===== config.mk =====
export PLATFORM = sky130hd
export DESIGN_NAME = gmii_frame_stats
export DESIGN_NICKNAME = d
export VERILOG_FILES = /design/src/rtl/gmii_stats_pkg.sv /design/src/rtl/stats_counter.sv /design/src/rtl/gmii_frame_stats.sv
export SDC_FILE = /design/constraint.sdc
export NUM_CORES = 1
export LEC_CHECK = 0
export BUFFER_PORTS_ARGS = -buffer_cell sky130_fd_sc_hd__buf_2
export CAP_MARGIN = 5
export CORE_AREA = 4 4 245 247
export DETAILED_ROUTE_END_ITERATION = 6
export DIE_AREA = 0 0 249 251
export MAX_ROUTING_LAYER = met4
export RECOVER_POWER = 25
export SYNTH_ARGS = -nofsm -noshare
export SYNTH_HDL_FRONTEND = slang
export SYNTH_SLANG_ARGS = --single-unit

===== constraint.sdc =====
create_clock -name clk -period 26.3 [get_ports clk]
set_clock_uncertainty 0.2 [all_clocks]
set_input_delay 7.89 -clock clk [delete_from_list [all_inputs] [get_ports clk]]
set_output_delay 7.89 -clock clk [all_outputs]
set_load 0.02 [all_outputs]

===== src/rtl/gmii_stats_pkg.sv =====
// Shared types and constants for the GMII per-frame statistics stage.
package gmii_stats_pkg;

    localparam int unsigned LEN_W = 16;
    localparam logic [7:0]  SFD   = 8'hD5;

    typedef enum logic [1:0] {
        ST_IDLE,
        ST_PREAMBLE,
        ST_DATA,
        ST_WAIT_CRC
    } state_e;

    typedef enum logic [2:0] {
        CAT_NONE,
        CAT_GOOD,
        CAT_CRC_ERR,
        CAT_GMII_ERR,
        CAT_RUNT,
        CAT_OVERSIZE
    } cat_e;

    // First matching category wins: line error, runt, oversize, bad CRC, good.
    function automatic cat_e classify(
        input logic             er_seen,
        input logic [LEN_W-1:0] len,
        input logic             crc_ok,
        input logic [LEN_W-1:0] min_len,
        input logic [LEN_W-1:0] max_len
    );
        if (er_seen)            return CAT_GMII_ERR;
        else if (len < min_len) return CAT_RUNT;
        else if (len > max_len) return CAT_OVERSIZE;
        else if (!crc_ok)       return CAT_CRC_ERR;
        else                    return CAT_GOOD;
    endfunction

endpackage


===== src/rtl/stats_counter.sv =====
// Saturating add-by-value counter with snapshot: latches the post-add value and clears.
module stats_counter #(
    parameter int unsigned WIDTH = 32
) (
    input  logic             clk,
    input  logic             reset,
    input  logic [WIDTH-1:0] add_i,
    input  logic             snap_i,
    output logic [WIDTH-1:0] count_o
);

    logic [WIDTH-1:0] live_q, live_d;
    logic [WIDTH-1:0] count_q;
    logic [WIDTH:0]   sum_c;

    // The carry bit detects overflow; clamp to all-ones instead of wrapping.
    always_comb begin
        sum_c  = {1'b0, live_q} + {1'b0, add_i};
        live_d = sum_c[WIDTH] ? '1 : sum_c[WIDTH-1:0];
    end

    always_ff @(posedge clk or posedge reset) begin
        if (reset) begin
            live_q  <= '0;
            count_q <= '0;
        end else begin
            live_q <= snap_i ? '0 : live_d;
            if (snap_i) count_q <= live_d;
        end
    end

    assign count_o = count_q;

endmodule


===== src/rtl/gmii_frame_stats.sv =====
// Tracks GMII receive frames, classifies each one after the CRC verdict and
// keeps saturating per-category counters exposed through snapshot-and-clear.
module gmii_frame_stats
    import gmii_stats_pkg::*;
#(
    parameter int unsigned CNT_WIDTH = 32,
    parameter int unsigned OCT_WIDTH = 48,
    parameter int unsigned MIN_LEN   = 64,
    parameter int unsigned MAX_LEN   = 1518
) (
    input  logic                 clk,
    input  logic                 reset,
    input  logic [7:0]           d,
    input  logic                 en,
    input  logic                 er,
    input  logic                 crc_ok,
    input  logic                 snapshot,
    output logic                 snapshot_valid,
    output logic [CNT_WIDTH-1:0] frames_total,
    output logic [CNT_WIDTH-1:0] frames_good,
    output logic [CNT_WIDTH-1:0] frames_crc_err,
    output logic [CNT_WIDTH-1:0] frames_gmii_err,
    output logic [CNT_WIDTH-1:0] frames_runt,
    output logic [CNT_WIDTH-1:0] frames_oversize,
    output logic [OCT_WIDTH-1:0] octets_good
);

    state_e           state_q;
    logic [LEN_W-1:0] len_q;
    logic             er_seen_q;
    logic             snap_valid_q;
    cat_e             cat_c;

    // Frame tracker; length saturates, er_seen restarts with every new frame.
    always_ff @(posedge clk or posedge reset) begin
        if (reset) begin
            state_q   <= ST_IDLE;
            len_q     <= '0;
            er_seen_q <= 1'b0;
        end else begin
            unique case (state_q)
                ST_IDLE: begin
                    if (en) begin
                        state_q   <= ST_PREAMBLE;
                        er_seen_q <= 1'b0;
                    end
                end
                ST_PREAMBLE: begin
                    if (!en) begin
                        state_q <= ST_IDLE;
                    end else begin
                        if (er) er_seen_q <= 1'b1;
                        if (d == SFD) begin
                            state_q <= ST_DATA;
                            len_q   <= '0;
                        end
                    end
                end
                ST_DATA: begin
                    if (en) begin
                        if (len_q != '1) len_q <= len_q + LEN_W'(1);
                        if (er) er_seen_q <= 1'b1;
                    end else begin
                        state_q <= ST_WAIT_CRC;
                    end
                end
                ST_WAIT_CRC: begin
                    er_seen_q <= 1'b0;
                    state_q   <= en ? ST_PREAMBLE : ST_IDLE;
                end
                default: state_q <= ST_IDLE;
            endcase
        end
    end

    always_comb begin
        cat_c = CAT_NONE;
        if (state_q == ST_WAIT_CRC)
            cat_c = classify(er_seen_q, len_q, crc_ok,
                             LEN_W'(MIN_LEN), LEN_W'(MAX_LEN));
    end

    logic [CNT_WIDTH-1:0] inc_total_c, inc_good_c, inc_crc_c;
    logic [CNT_WIDTH-1:0] inc_gmii_c, inc_runt_c, inc_over_c;
    logic [OCT_WIDTH-1:0] add_oct_c;

    assign inc_total_c = CNT_WIDTH'(cat_c != CAT_NONE);
    assign inc_good_c  = CNT_WIDTH'(cat_c == CAT_GOOD);
    assign inc_crc_c   = CNT_WIDTH'(cat_c == CAT_CRC_ERR);
    assign inc_gmii_c  = CNT_WIDTH'(cat_c == CAT_GMII_ERR);
    assign inc_runt_c  = CNT_WIDTH'(cat_c == CAT_RUNT);
    assign inc_over_c  = CNT_WIDTH'(cat_c == CAT_OVERSIZE);
    assign add_oct_c   = (cat_c == CAT_GOOD) ? OCT_WIDTH'(len_q) : '0;

    always_ff @(posedge clk or posedge reset) begin
        if (reset) snap_valid_q <= 1'b0;
        else       snap_valid_q <= snapshot;
    end

    assign snapshot_valid = snap_valid_q;

    stats_counter #(.WIDTH(CNT_WIDTH)) u_cnt_total (
        .clk(clk), .reset(reset), .add_i(inc_total_c), .snap_i(snapshot), .count_o(frames_total));
    stats_counter #(.WIDTH(CNT_WIDTH)) u_cnt_good (
        .clk(clk), .reset(reset), .add_i(inc_good_c), .snap_i(snapshot), .count_o(frames_good));
    stats_counter #(.WIDTH(CNT_WIDTH)) u_cnt_crc (
        .clk(clk), .reset(reset), .add_i(inc_crc_c), .snap_i(snapshot), .count_o(frames_crc_err));
    stats_counter #(.WIDTH(CNT_WIDTH)) u_cnt_gmii (
        .clk(clk), .reset(reset), .add_i(inc_gmii_c), .snap_i(snapshot), .count_o(frames_gmii_err));
    stats_counter #(.WIDTH(CNT_WIDTH)) u_cnt_runt (
        .clk(clk), .reset(reset), .add_i(inc_runt_c), .snap_i(snapshot), .count_o(frames_runt));
    stats_counter #(.WIDTH(CNT_WIDTH)) u_cnt_over (
        .clk(clk), .reset(reset), .add_i(inc_over_c), .snap_i(snapshot), .count_o(frames_oversize));
    stats_counter #(.WIDTH(OCT_WIDTH)) u_cnt_oct (
        .clk(clk), .reset(reset), .add_i(add_oct_c), .snap_i(snapshot), .count_o(octets_good));

endmodule


Word level (Yosys, flattened, before mapping). Index checks and enable logic that the tools add are counted.

Add/subtract/negate cells: 8. Magnitude comparators: 2. Equality and inequality tests: 19. Muxes and demuxes: 35. Reduce and logical (&&, ||, !) cells: 7.

Operators by type and width (number): $mux 32 (12); $add 32x1->33 (6); $mux 48 (2); $mux 16 (5); $add 48x16->49 (1); $pmux 16 s2 (1); $add 16x1->16 const B (1); $gt 16x11->1 const B (1); $lt 16x7->1 const B (1); $ne 16x16->1 const B (1); $mux 3 (4); $ne 2x2->1 const B (6); $mux 2 (5); $eq 8x8->1 const B (1); $pmux 2 s4 (1); $eq 3x2->1 const B (2); $eq 3x3->1 const B (2); $reduce_and 3->1 (2); $reduce_and 5->1 (1); $eq 2x2->1 const B (2); $mux 1 (4); $ne 2x1->1 const B (2); $eq 3x1->1 const B (1); $ne 3x3->1 const B (1); other kinds (6) (6).

Bits in registers: 500. Bits of input ports: 14. Word-level logic and storage cells: 89.

Longest topological paths before layout. Gate-level depths: netlist (run 1).

Depth in word-level cells: 10. Mapped depth: 18. Gate-level depth less buffers: 16.

By module. From an unflattened synthesis (run 1), not the netlist that was laid out.

Cell total of the unflattened synthesis: 3637. Area total of the unflattened synthesis: 32364.8 µm².

Modules (own cells, without submodules): stats_counter (u_cnt_crc ...) (times used 3, cells an instance 470, area each 4201.5 µm², seq. area each 1601.5 µm²); stats_counter (u_cnt_over ...) (times used 3, cells an instance 445, area each 4075.2 µm², seq. area each 1601.5 µm²); stats_counter (u_cnt_oct) (times used 1, cells an instance 700, area each 6035.8 µm², seq. area each 2402.3 µm²); gmii_frame_stats (times used 1, cells an instance 192, area each 1498.9 µm², seq. area each 500.5 µm²).

Least setup slack after synthesis (run 1). No wires, ideal clock.

Kind: input to register. Start: input port crc_ok. End: register u_cnt_oct.count_q[26], in the netlist u_cnt_oct.count_o[26]. Library setup time: 0.137 ns. Arrival time: 10.413 ns. Data required time: 25.963 ns. Slack: 15.551 ns. Stages on the path: 14. Path through: inv_1 > nor2_1 > clkbuf_1 > and2_1 > ha_1 > fa_1 > a211o_1 > a211o_1 > o211ai_1 > a21oi_1 > clkbuf_1 > nand4_1 > mux2i_1 > a21oi_1.

Word-level cells in the longest chain between the ends: 9.

RTL lines: start, declared (line gmii_frame_stats.sv:16) `input logic crc_ok,`; $mux 2 (line gmii_stats_pkg.sv:34) `else if (!crc_ok) return CAT_CRC_ERR;`; $mux 3 (line gmii_stats_pkg.sv:33) `else if (len > max_len) return CAT_OVERSIZE;`; $mux 3 (line gmii_stats_pkg.sv:32) `else if (len < min_len) return CAT_RUNT;`; $mux 3 (line gmii_stats_pkg.sv:31) `if (er_seen) return CAT_GMII_ERR;`; $mux 3 (line gmii_frame_stats.sv:78) `if (state_q == ST_WAIT_CRC)`; $eq 3x1->1 (line gmii_frame_stats.sv:93) `assign add_oct_c = (cat_c == CAT_GOOD) ? OCT_WIDTH'(len_q) : '0;`; $mux 16 (line gmii_frame_stats.sv:93); $add 48x16->49 (line stats_counter.sv:18) `sum_c = {1'b0, live_q} + {1'b0, add_i};`; $mux 48 (line stats_counter.sv:19) `live_d = sum_c[WIDTH] ? '1 : sum_c[WIDTH-1:0];`; end signal, assigned (line stats_counter.sv:28) `if (snap_i) count_q <= live_d;`; end, declared (line stats_counter.sv:13) `logic [WIDTH-1:0] count_q;`.

No other way between the ends. A chain may end at the register's enable or synchronous reset.

Worst setup path in the final report (run 1).
Start: input port snapshot. End: register u_cnt_runt.count_q[24], in the netlist u_cnt_runt.count_o[24].

RTL lines: start, declared (line gmii_frame_stats.sv:17) `input logic snapshot,`; end signal, assigned (line stats_counter.sv:28); end, declared (line stats_counter.sv:13).

No word-level cell between the ends.

==> results.json, run 1 <==
{
  "clk_path_buf_depth": 3,
  "drc_errors": 0,
  "cts.sinks": 500,
  "drtAntennaViolNets": 0,
  "fin_nets": 2693,
  "dpl-instance-area_um2": 24940,
  "drive_gt1_share_pct": 11.31,
  "ctsHtreeMaxLevel": 2,
  "cts_hold_buffers": 0,
  "crit_buf_inv": 3,
  "p_int_mw": 1.379,
  "busiest_layer": "met2",
  "critPathTopFamily": "buffers and inverters",
  "met3_usage_pct": 3.662,
  "synth-simple-area-share_pct": 22.09,
  "rows": 88,
  "grt_overflow": 0,
  "r2r_slack_ps": 21200,
  "p_leak_nw": 12.33,
  "syn-instance-count": 2420,
  "cts_made_buffers": 54,
  "synth_top_family_by_area": "simple AND/OR/NAND/NOR gates",
  "synth_cell_types": 68,
  "ys_ff_latch": 500,
  "insertion_delay_ps": 590,
  "grt_antenna_before_repair": 0,
  "grtUsageMet1_pct": 24.01,
  "grt_pass1_wl_um": 92400,
  "worstSetupStartpointType": "input port",
  "drtIter0Drc": 1186,
  "die_h_um": 251,
  "netlist_area_um2": 23010,
  "ios": 255,
  "hold_slack_ps": 307.8,
  "finalSetupViolCount": 0,
  "crit_chain": "clkbuf_1 -> buf_4 -> buf_4 -> mux2_2",
  "cpPeakStageDelay_ps": 4120,
  "p_sw_share_pct": 25.25,
  "clock_power_share_pct": 45.8,
  "avgSynthCellArea_um2": 9.508,
  "cp_slowest_cell": "clkbuf_1",
  "vias": 17656,
  "drtPass1Iterations": 5,
  "initial_core_util_pct": 39.96,
  "die_x_um": 249,
  "core_um2": 57590,
  "cts_tree": "yes",
  "worstSetupEndpointType": "flop",
  "cts-root-buf": "clkbuf_16",
  "synth_edf_count": 0,
  "p_per_area_nw_per_um2": 68.89,
  "seqPwrFrac_pct": 44.7,
  "clk_pin_slew_ps": 60,
  "criticalPathCategory": "in -> reg",
  "synth_mux_area_share_pct": 2.507,
  "via_per_inst": 5.112,
  "wl_um": 56000,
  "startpoint": "snapshot",
  "cts_setup_buffers": 0,
  "rsz0062_at_grt": "no",
  "io_buffers": 254,
  "slew_violations": 274,
  "critPathArrivalTime_ps": 14840,
  "r2r_end": "u_cnt_oct.live_q[32]",
  "peakVddDrop_v": 0.00004300,
  "routabilityCongestion": 0.8889,
  "grt_pass1_vias": 17602,
  "required_ps": 26570,
  "synth-compound-area-share_pct": 9.288,
  "hold_path.class": "reg -> reg",
  "power_frac_comb_pct": 9.5,
  "ys_seq_area_share_pct": 54.38,
  "relSlewSlack_pct": -300.6,
  "hpwl_um": 38660,
  "final_hold_viol_count": 0,
  "grt_start_max_net_pins": 151,
  "synthAdderAreaFrac_pct": 1.936,
  "drv_cap": 2,
  "use_met2_pct": 28.95,
  "synth_xor_xnor_area_share_pct": 6.928,
  "worst_slew_pin_slew_ps": 6009,
  "synth_warnings": 0,
  "async_flop_share_pct": 100.0,
  "outcome": "finished, violations left",
  "cts-resized-gates": 0,
  "path_depth": 4,
  "setup.worst_path.end": "u_cnt_runt.count_o[24]",
  "wl_per_cell_um": 16.21,
  "p_sw_uw": 465.6,
  "timing.setup.tns_ps": 0,
  "syn_to_final_growth_pct": 16.35,
  "violations": "max-capacitance violations, max-slew violations",
  "cp_max_fo": 147,
  "cp_common_cell": "buf_4",
  "synthFlopType": "dfrtp_1",
  "final_cell_area_um2": 26770,
  "ff2ff_path_depth": 14,
  "fin_crit_sh_pct": 55.43,
  "dieArea_um2": 62500,
  "layout_min_cycle_time_ps": 14580,
  "total_power_mw": 1.844,
  "fmax_ghz": 0.06860,
  "grt.total_usage_pct": 18.13
}
## how the worst min path moves through the flow
stage / startpoint / endpoint / depth (start not counted)
floorplan: len_q[12] / len_q[12] / 1
global placement: u_cnt_oct.count_o[15] / u_cnt_oct.count_o[15] / 2
detailed placement: u_cnt_over.count_o[30] / u_cnt_over.count_o[30] / 1
CTS: u_cnt_oct.count_o[23] / u_cnt_oct.count_o[23] / 2
global route: u_cnt_runt.count_o[30] / u_cnt_runt.count_o[30] / 1
finish: u_cnt_runt.count_o[30] / u_cnt_runt.count_o[30] / 1
## final cells by class
type | instances | area, um2
repair buffers | 270 | 1256
clock buffers | 74 | 1578
fillers | 5560 | 30810
multi-input cells | 1768 | 9861
clock inverters | 26 | 415.4
well taps | 765 | 957.2
flip-flops and latches | 500 | 12510
diodes | 1 | 2.502
inverters | 50 | 188.9
## through the flow
| stage | utilization [%] | cells | setup WS, ps |
|---|---|---|---|
| floorplan | - | 2424 | 4250 |
| detailed placement | 43.31 | 3353 | 14690 |
| global route | 46.48 | 3453 | 11030 |
| finish | 46.49 | 3454 | 11720 |
| CTS | 46.77 | 3453 | 15350 |
| global placement | 43.31 | 3353 | 14780 |
## cells in the mapped netlist, drive strengths merged (3+ instances only)
cell / n / share of area (%)
a2111oi: 3 / 0.11
a211oi: 6 / 0.20
a21o: 8 / 0.26
a21oi: 269 / 6.2
a22oi: 3 / 0.098
a31o: 5 / 0.19
a31oi: 17 / 0.46
and2: 26 / 0.72
and3: 44 / 1.2
and4: 21 / 0.80
buf: 18 / 0.60
clkbuf: 88 / 1.4
dfrtp: 500 / 54
ha: 34 / 1.8
inv: 50 / 0.82
mux2: 13 / 0.64
mux2i: 43 / 1.9
nand2: 125 / 2.0
nand2b: 9 / 0.24
nand3: 97 / 2.1
nand4: 50 / 1.4
nor2: 634 / 10
nor2b: 16 / 0.44
nor3: 51 / 1.1
nor3b: 5 / 0.18
nor4: 14 / 0.57
o211a: 3 / 0.13
o211ai: 3 / 0.098
o21a: 7 / 0.23
o21ai: 27 / 0.59
o21bai: 4 / 0.13
o22ai: 3 / 0.082
o31ai: 3 / 0.098
or2: 9 / 0.24
or3: 5 / 0.14
or4: 3 / 0.098
xnor2: 119 / 4.5
xor2: 63 / 2.4
## logic make-up (layout without fill, tap and decap cells)
kind of cell | after synthesis | in the layout
buffers and inverters | 156 | 420
AOI/OAI and AO/OA | 371 | 371
xor gates and xnor gates | 182 | 182
DFF | 500 | 500
other | 1 | 6
muxes | 56 | 56
adders and majority gates | 35 | 35
and+or+nand+nor | 1119 | 1119
## power groups by stage
stage                     clock, mW  combinational [mW]  sequential, mW
after global placement            0               0.177           0.837
after global routing          0.901               0.196           0.829
after CTS                     0.869               0.181           0.825
after detailed placement          0               0.181           0.838
after floorplan                   0              0.0928           0.865
final                         0.844               0.175           0.825
## registers in the layout, indices dropped and copies added, names as in the netlist, 16 cells and up, named ones only
name,cells
u_cnt_oct.count_o,48
u_cnt_oct.live_q,48
u_cnt_crc.count_o,32
u_cnt_crc.live_q,32
u_cnt_gmii.count_o,32
u_cnt_gmii.live_q,32
u_cnt_good.count_o,32
u_cnt_good.live_q,32
u_cnt_over.count_o,32
u_cnt_over.live_q,32
u_cnt_runt.count_o,32
u_cnt_runt.live_q,32
u_cnt_total.count_o,32
u_cnt_total.live_q,32
len_q,16
## metal layers
metal / vias to the layer above / share of wire [%]
li1: 8634 / -
met1: 8612 / 45
met2: 332 / 47
met3: 78 / 5.3
met4: 0 / 2.3
met5: - / 0
## cell usage in the layout (no fill, tap or decap), types with 12 or more instances in the layout
cell | synthesis | routed
a21oi_1 | 249 | 249
nor2b_1 | 16 | 16
o21ai_0 | 27 | 27
clkinv_2 | 0 | 12
nor3_1 | 50 | 49
buf_4 | 3 | 15
mux2i_1 | 43 | 43
xnor2_1 | 119 | 119
and3_1 | 44 | 44
a31oi_1 | 17 | 17
and4_1 | 21 | 21
clkbuf_8 | 0 | 13
inv_1 | 50 | 49
nor2_1 | 633 | 633
ha_1 | 34 | 34
clkbuf_16 | 0 | 55
xor2_1 | 63 | 63
nand3_1 | 97 | 97
nand4_1 | 49 | 49
and2_1 | 25 | 25
buf_2 | 9 | 136
dfrtp_1 | 500 | 500
clkbuf_1 | 87 | 124
a21oi_2 | 20 | 20
nand2_1 | 125 | 125
(Power assumes the default switching activity.)
==> run 2: changes to the inputs <==
Settings changed: ABC_AREA from default to 1, CORE_AREA 4 4 245 247 to 4 4 264 266, DIE_AREA 0 0 249 251 to 0 0 268 270.
Clock period 26.3 ns to 12 ns, I/O delays scaled along.
==> run 2 against run 1 <==
  * The run ends with design-rule violations, max-capacitance violations, max-slew violations left
  * Combinational power rose by 82%
  * First-iteration DRC count rose by 32%
  * Power rose by 110%
  * Setup slack got worse by 8100 ps
  * Wire length rose by 36%
  * Synthesized cell count rose by 49%
  * Clock power rose by 120%
  * Largest cell class unchanged
  * Cell count rose by 37%
  * Highest routed layer unchanged
  * Core utilization fell by 0.82 points
  * Hold slack got worse by 33 ps
  * Critical path depth rose by 1
  * Die area rose by 16%
==> results.json, run 2 <==
{
  "critPathTopFamily": "buffers and inverters",
  "r2r_slack_ps": 7640,
  "final_cell_mix": "1207 x nand2_1, 500 x dfrtp_1, 481 x inv_1",
  "core_um2": 67040,
  "min_to": "u_cnt_oct.count_o[31]",
  "via_per_inst": 4.890,
  "cts-root-buf": "clkbuf_16",
  "outcome": "finished, violations left",
  "drtIter0Drc": 1565,
  "synth_cell_types": 45,
  "peakVddDrop_v": 0.0001004,
  "diodes": 0,
  "worstSetupStartpointType": "input port",
  "drtAntennaViolNets": 0,
  "async_flop_share_pct": 100.0,
  "criticalPathCategory": "in -> reg",
  "grt.total_usage_pct": 21.38,
  "drive_gt1_share_pct": 10.64,
  "netlist_area_um2": 26730,
  "cpPeakStageDelay_ps": 2950,
  "cp_max_fo": 192,
  "cts.sinks": 500,
  "hold_depth": 2,
  "drtPass1Iterations": 7,
  "dieArea_um2": 72360,
  "fin_nets": 3863,
  "wl_um": 75900,
  "fin_crit_sh_pct": 69.44,
  "violations": "design-rule violations, max-capacitance violations, max-slew violations",
  "vias": 23155,
  "clk_path_buf_depth": 3,
  "hold_slack_ps": 274.4,
  "r2r_end": "u_cnt_runt.count_o[17]",
  "critPathArrivalTime_ps": 8630,
  "drv_cap": 3,
  "cts-resized-gates": 0,
  "syn_to_final_growth_pct": 14.51,
  "synthTopCellsByCount": "1207 x nand2_1, 500 x dfrtp_1, 481 x inv_1",
  "required_ps": 12300,
  "grt_antenna_before_repair": 0,
  "drc_errors": 4,
  "synth.area.top_cells": "dfrtp_1 47%, nand2_1 17%, inv_1 6.8%",
  "final_common_cell": "nand2_1",
  "ys_seq_area_share_pct": 46.80,
  "cts_tree": "yes",
  "p_sw_mw": 1.026,
  "routabilityCongestion": 0.9389,
  "synthFlopType": "dfrtp_1",
  "netlist.area_leader.share_pct": 46.80,
  "synth_edf_count": 0,
  "grt_start_max_net_pins": 193,
  "insertion_delay_ps": 610,
  "grt_pass1_wl_um": 122500,
  "crit_chain": "buf_8 -> clkbuf_2 -> buf_4 -> nand4_1 -> o21a_1",
  "yosysMostFrequentCell": "nand2_1",
  "cts_made_buffers": 57,
  "hpwl_um": 54620,
  "cp_slowest_cell": "clkbuf_2",
  "final_hold_viol_count": 0,
  "grt_overflow": 0,
  "slew_violations": 308,
  "synth_warnings": 0,
  "p_int_mw": 2.910,
  "seqPwrFrac_pct": 45.0,
  "cts_setup_buffers": 0,
  "relSlewSlack_pct": -170.9,
  "rsz0062_at_grt": "no",
  "layout_min_cycle_time_ps": 8332,
  "finalSetupViolCount": 0,
  "fmax_ghz": 0.1200,
  "avgSynthCellArea_um2": 7.422,
  "initial_core_util_pct": 39.88,
  "min_from": "u_cnt_oct.count_o[31]",
  "p_sw_share_pct": 26.07,
  "ctsHtreeMaxLevel": 2,
  "die_h_um": 270,
  "ff2ff_path_depth": 19,
  "synth_top_area_cell": "dfrtp_1",
  "hold_path.class": "reg -> reg",
  "die_x_um": 268,
  "r2r-start": "len_q[12]",
  "ios": 255,
  "clk_pin_slew_ps": 60,
  "timing.setup.tns_ps": 0,
  "p_per_area_nw_per_um2": 128.6,
  "io_buffers": 254,
  "wl_per_cell_um": 16.03,
  "power_frac_comb_pct": 8.1,
  "p_leak_nw": 16.12,
  "crit_buf_inv": 3,
  "grt_pass1_vias": 22489,
  "worst_slew_pin_slew_ps": 4063,
  "ys_ff_latch": 500,
  "worstSetupEndpointType": "flop",
  "syn-instance-count": 3602,
  "cts_hold_buffers": 0,
  "rows": 95,
  "clock_power_share_pct": 46.9
}
[run 2: cell types whose count changed after synthesis, sizes merged, moves of 31 or more]
cell   delta
a31oi    +71
inv     +448
nor2    -297
or2      +37
a21oi   -183
xnor2    -88
nor3     +59
and3     -43
mux2i    -43
o21ai    +31
nand3   +177
nand2  +1093
[run 2: per-layer routing]
metal	track usage [%]	wire length (um)	vias to the layer above
li1	-	-	11731
met2	32.89	34190	453
met3	3.170	3360	115
met4	5.781	2058	0
met5	-	0	-
met1	29.71	36300	10856
[run 2: cells by family (layout without fill, tap and decap cells)]
| family | after synthesis | in the layout | share of synthesized area [%] |
|---|---|---|---|
| flops | 500 | 500 | 46.80 |
| fa+ha+maj | 35 | 35 | 1.666 |
| other cells | 1 | 5 | 0.01403 |
| xor+xnor | 100 | 100 | 3.276 |
| buf+inv | 617 | 873 | 9.033 |
| simple gates | 2112 | 2112 | 34.29 |
| compound gates | 237 | 237 | 4.923 |
[run 2: worst max-delay path by stage]
stage / to / cells past startpoint / startpoint / slack [ps]
2_1_floorplan: async pin / 1 / reset / 1420
3_3_place_gp: u_cnt_good.count_o[30] / 15 / crc_ok / 5250
3_5_place_dp: u_cnt_good.count_o[31] / 15 / crc_ok / 5220
4_1_cts: u_cnt_good.count_o[29] / 15 / crc_ok / 5890
5_1_grt: u_cnt_over.count_o[16] / 5 / snapshot / 3140
6_report: u_cnt_over.count_o[12] / 5 / snapshot / 3670
[run 2: cell type report]
type                       instances  area [um2]
inverter                         500        1886
tap                              873        1092
timing repair buffer             266        1292
fill                            6861       36420
sequential                       500       12510
clock buffer                      77        1684
multi-input combinational       2489       11820
clock inverter                    30       325.3
[run 2: worst register-to-register path, stage by stage, from the launching register on]
cell	delay [ps]
dfrtp_1	450
nor2_1	130
nand3_1	110
nor2_1	120
nand3_1	190
nand3_1	150
nand2_1	70
inv_1	320
nand2_1	210
inv_1	100
ha_1	210
ha_1	260
nand4_2	190
nor2_4	240
inv_2	70
nor2_4	110
nand2_2	480
nand3_1	410
nand2_1	100
nand2_1	170
[run 2: power by group through the flow]
| stage | combinational [mW] | sequential [mW] | clock (mW) |
|---|---|---|---|
| after floorplan | 0.191 | 1.83 | 0 |
| after global placement | 0.322 | 1.80 | 0 |
| after detailed placement | 0.324 | 1.80 | 0 |
| after CTS | 0.324 | 1.77 | 1.90 |
| after global routing | 0.364 | 1.78 | 1.97 |
| final | 0.319 | 1.77 | 1.84 |
[run 2: through the flow]
step	std cells	util [%]	cell area [um2]	setup slack, ps	total power, mW
6_report	4735	45.67	30610	3668	3.936
4_1_cts	4735	45.84	30730	5888	3.995
2_1_floorplan	3606	-	26750	1416	2.019
5_1_grt	4735	45.67	30610	3145	4.113
3_3_place_gp	4628	42.85	28720	5250	2.124
3_5_place_dp	4628	42.85	28720	5217	2.126
